--- src/rtl/run_seq.sv ---
// Run sequencer: handshakes a run request, holds the core in reset RST_CYC cycles, runs it under a watchdog, then freezes it.
// Acknowledge after RST_CYC+n edges for an n-cycle run; done holds until req drops, and a new run needs req low then high.
module run_seq #(
   parameter int unsigned RST_CYC = 2,
   parameter int unsigned CW      = 16,
   parameter int unsigned MAX_CYC = 16'hFFFF
) (
   input  logic          clk,
   input  logic          reset,
   input  logic          req,
   input  logic          core_done,
   output logic          core_reset,
   output logic          core_en,
   output logic          done,
   output logic          busy,
   output logic          timeout,
   output logic [CW-1:0] cycles
);

   typedef enum logic [1:0] {
      S_IDLE = 2'd0,
      S_RST  = 2'd1,
      S_RUN  = 2'd2,
      S_DONE = 2'd3
   } state_t;

   localparam logic [3:0]    RST_LOAD = 4'(RST_CYC - 1);
   localparam logic [CW-1:0] MAX_LIM  = CW'(MAX_CYC);
   localparam logic [CW-1:0] CYC_ONE  = {{(CW-1){1'b0}}, 1'b1};

   state_t        state_q;
   state_t        state_d;
   logic [3:0]    rst_cnt_q;
   logic [CW-1:0] cycles_q;
   logic          timeout_q;
   logic [CW-1:0] cyc_inc;
   logic          wdog_hit;

   assign cyc_inc  = cycles_q + CYC_ONE;
   assign wdog_hit = (cyc_inc == MAX_LIM);

   always_ff @(posedge clk or negedge reset) begin
      if (!reset) begin
         state_q <= S_IDLE;
      end else begin
         state_q <= state_d;
      end
   end

   always_comb begin
      state_d = state_q;
      case (state_q)
         S_IDLE: if (req)               state_d = S_RST;
         S_RST:  if (rst_cnt_q == 4'd0) state_d = S_RUN;
         S_RUN:  if (core_done || wdog_hit) state_d = S_DONE;
         S_DONE: if (!req)              state_d = S_IDLE;
         default:                       state_d = S_IDLE;
      endcase
   end

   // Completion takes priority over the watchdog when both land on the same edge.
   always_ff @(posedge clk or negedge reset) begin
      if (!reset) begin
         rst_cnt_q <= 4'd0;
         cycles_q  <= '0;
         timeout_q <= 1'b0;
      end else begin
         case (state_q)
            S_IDLE: begin
               if (req) begin
                  rst_cnt_q <= RST_LOAD;
                  cycles_q  <= '0;
                  timeout_q <= 1'b0;
               end
            end
            S_RST: begin
               if (rst_cnt_q != 4'd0) rst_cnt_q <= rst_cnt_q - 4'd1;
            end
            S_RUN: begin
               cycles_q <= cyc_inc;
               if (!core_done && wdog_hit) timeout_q <= 1'b1;
            end
            default: ;
         endcase
      end
   end

   always_comb begin
      core_reset = 1'b1;
      core_en    = 1'b0;
      done       = 1'b0;
      busy       = 1'b0;
      case (state_q)
         S_IDLE: core_reset = 1'b1;
         S_RST:  busy       = 1'b1;
         S_RUN: begin
            core_reset = 1'b0;
            core_en    = 1'b1;
            busy       = 1'b1;
         end
         S_DONE: begin
            core_reset = 1'b0;
            done       = 1'b1;
         end
         default: ;
      endcase
   end

   assign cycles  = cycles_q;
   assign timeout = timeout_q;

endmodule
--- config.mk ---
export PLATFORM = sky130hd
export DESIGN_NAME = run_seq
export DESIGN_NICKNAME = d
export VERILOG_FILES = /design/src/rtl/run_seq.sv
export SDC_FILE = /design/constraint.sdc
export NUM_CORES = 1
export LEC_CHECK = 0
export CORE_MARGIN = 2
export CORE_UTILIZATION = 38
export DETAILED_ROUTE_END_ITERATION = 6
export PLACE_DENSITY = 0.56
export SYNTH_ARGS = -nofsm -noshare
export SYNTH_HDL_FRONTEND = slang
export SYNTH_SLANG_ARGS = --single-unit
--- constraint.sdc ---
create_clock -name clk -period 2.4 [get_ports clk]
set_input_delay 0.48 -clock clk [delete_from_list [all_inputs] [get_ports clk]]
set_output_delay 0.48 -clock clk [all_outputs]
set_load 0.005 [all_outputs]
==> flow_summary.toml <==
[status]
status = "finished clean"

[yosys]
yosys_warnings = 0
avgSynthCellArea_sq_um = 9.35
synth_nets = 197
synth-edff-count = 0
async_reset_ff_share_pct = 100
synth_flop_cell = "dfrtp_1"
synth_sequential_area_ratio_pct = 33.3
synth_cell_types = 57
synthesis.area_sq_mm = 0.00173
synth_seq_cells = 23
synth_cells = 185

[layout]
drive_above_1_share_pct = 11.5
diodes = 0
final_nets = 221
fillerInstances = 427
area_growth_syn_to_layout_pct = 16.8
final_util_pct = 46.1

[worst_setup_path]
reg2reg_depth = 7
crit_path_end_kind = "primary output"
required_ns = 1.92
worstSetupPathType = "reg2out"
timing.rr.start = "rst_cnt_q[0]$_DFFE_PN0P_"
rrSetupSlack_ns = 0.38
cp_slowest_cell = "clkdlybuf4s50_1"
cp_slowest_stage_delay_ns = 0.50
reg2reg_to = "state_q[1]$_DFFE_PN0P_"
crit_chain = "inv_1, ha_1, nor2_1, clkdlybuf4s50_1"
crit_arrival_ns = 1.62
timing.critical_path.from_type = "flop"
critPathMaxFanout = 5

[grt]
antenna_found_initial = 0
grt_pass1_vias = 1406
grt_pass1_wl_mm = 6.91
met3_usage_pct = 3.38
grtUsageMet1_pct = 23.8
grt-busiest-layer = "met2"
grtUsageMet2_pct = 26.1
overflow = 0
grt_usage_pct = 16.7
grt_max_degree = 24

[timing]
rsz0062_at_grt = "no"
finClkSkew_ns = 0.00267
slew-limit-headroom_pct = 62.1
fmax_mhz = 477
tns_ns = 0
min_period_ns = 2.10
finalSetupViolations = 0
slew_violations = 0
finalHoldViolCount = 0
tightest_slew_ns = 0.556
hold_slack_ns = 0.529
period_share_pct = 87.4

[pwr]
pwr-share-clk_pct = 14.0
power_density_mw_per_mm2 = 895
p_sw_w = 0.000777
combPwrFrac_pct = 55.0
vdd_drop_max_v = 0.000266
switching_share_pct = 43.0
power.total_w = 0.00181
leakagePower_nw = 0.826
p_int_w = 0.00103
seqPwrFrac_pct = 31.0

[route]
drc = 0
drt_iter0_markers = 55
drtAntennaViolNets = 0
routedWlPerCell_um = 15.7
drt-pass1-iter-count = 4
routed_wl_mm = 4.08
vias = 1502
viasPerCell = 5.78

[cts]
clock-root-buffer = "clkbuf_8"
cts_tree = "built"
clk_pin_slew_ns = 0.09
clkSinkCount = 23
h-tree-depth = 1
postCtsSetupRepairBufs = 0
cts_buffer_depth = 2
worstSkewPairLatency_ns = 0.27
hold_buffers = 0
numCtsBuffers = 3
ctsResizeCount = 0

[placement]
dpl.hpwl_mm = 2.97
io_buffers = 24
place.gp.congestion = 0.858

[die]
die_y_um = 71.5
core_region_area_sq_mm = 0.00438
num_rows = 24
fp.dieW_um = 71.5
die_area_sq_mm = 0.00511
ioPinCount = 25
start_util_pct = 39.5

[worst_hold_path]
whs_endpoint = "rst_cnt_q[0]$_DFFE_PN0P_"
hp-class = "reg2reg"
holdCritStartpoint = "rst_cnt_q[0]$_DFFE_PN0P_"
hold_depth = 1

[run]
drv_cap = 0
## through the flow
stage | instances | setup WS (ns) | cell area, sq um
after global routing | 260 | 0.108 | 2020
after floorplan | 185 | 0.524 | 1730
after global placement | 256 | 0.321 | 1980
after CTS | 260 | 0.283 | 2020
final | 260 | 0.303 | 2020
after detailed placement | 256 | 0.302 | 1980
## state kept, by name, indices dropped and copies added (netlist names)
signal	count
rst_cnt_q	4
timeout	1
state_q	2
cycles	16
## worst max-delay path, delay by kind of cell (launching register included)
| kind | cells | cell delay, ns |
|---|---|---|
| adders and majority gates | 1 | 0.23 |
| buffers and inverters | 2 | 0.58 |
| DFF | 1 | 0.43 |
| and+or+nand+nor | 1 | 0.11 |
## how the worst max path moves through the flow
stage / endpoint / start / cells after the start / slack, ns
final: core_reset / state_q[0]$_DFFE_PN0P_ / 4 / 0.30
after global routing: timeout$_DFFE_PN0P_ / cycles[0]$_DFFE_PN0P_ / 6 / 0.11
after CTS: core_reset / state_q[0]$_DFFE_PN0P_ / 4 / 0.28
after detailed placement: state_q[1]$_DFFE_PN0P_ / req / 6 / 0.30
after global placement: state_q[1]$_DFFE_PN0P_ / req / 6 / 0.32
after floorplan: state_q[1]$_DFFE_PN0P_ / rst_cnt_q[0]$_DFFE_PN0P_ / 7 / 0.52
## cell type report
cell class | count | area [sq um] | area share (%)
inverters | 7 | 26.3 | 1.30
clock inverters | 1 | 5.00 | 0.248
well taps | 52 | 65.1 | 3.22
clock buffers | 3 | 41.3 | 2.04
multi-input cells | 145 | 1030 | 51.0
flip-flops and latches | 23 | 576 | 28.5
repair buffers | 29 | 278 | 13.7
## power groups by stage
stage	Clock, W	Combinational, W	Sequential, W
final	0.000253	0.000995	0.000562
after global routing	0.000274	0.00111	0.000575
after floorplan	0	0.000800	0.000534
after global placement	0	0.000987	0.000563
after detailed placement	0	0.00100	0.000568
after CTS	0.000261	0.00101	0.000562
## kinds of logic (layout without fill, tap and decap cells)
kind of cell	after synthesis	in the layout	synth area share, %
fa+ha+maj	8	8	5.78
xor+xnor	3	3	1.95
flops	23	23	33.3
mux	4	4	3.11
buf+inv	17	40	7.16
simple gates	67	67	23.9
compound gates	63	63	24.9
## layout by cell type (no fill, tap or decap), types with 2 or more instances in the layout
| cell | netlist | final |
|---|---|---|
| o41ai_1 | 2 | 2 |
| inv_1 | 7 | 7 |
| a21oi_1 | 6 | 6 |
| nor3_1 | 2 | 2 |
| a31oi_1 | 5 | 5 |
| o31ai_1 | 7 | 7 |
| ha_1 | 8 | 8 |
| o21ai_0 | 25 | 25 |
| a41o_1 | 2 | 2 |
| buf_4 | 3 | 5 |
| nand4_1 | 4 | 4 |
| mux2i_1 | 2 | 2 |
| dfrtp_1 | 23 | 23 |
| nor2b_1 | 4 | 4 |
| o211ai_1 | 2 | 2 |
| nor2_1 | 13 | 13 |
| o21ai_1 | 4 | 4 |
| nand2_4 | 2 | 2 |
| nand3_1 | 10 | 10 |
| clkdlybuf4s50_1 | 0 | 24 |
| and3_1 | 3 | 3 |
| xor2_1 | 2 | 2 |
| nand2b_1 | 3 | 3 |
| nand2_1 | 10 | 10 |
| clkbuf_8 | 1 | 3 |
## cells in the mapped netlist, types with 3 or more instances
cell type	n	area, sq um
nand4_1	4	25.0
nor2_1	13	48.8
and3_1	3	18.8
o31ai_1	7	52.6
dfrtp_1	23	576
nand2b_1	3	18.8
nand3_1	10	50.1
nor2b_1	4	25.0
o21ai_0	25	125
nand2_1	10	37.5
ha_1	8	100
o21ai_1	4	20.0
a31oi_1	5	31.3
buf_4	3	22.5
inv_1	7	26.3
a21oi_1	6	30.0
## routing by layer
metal	up-vias	share of wire (%)
met4	0	1.0
met1	726	47
met5	-	0
met2	32	47
met3	6	4.4
li1	738	-
(Power assumes the default switching activity.)
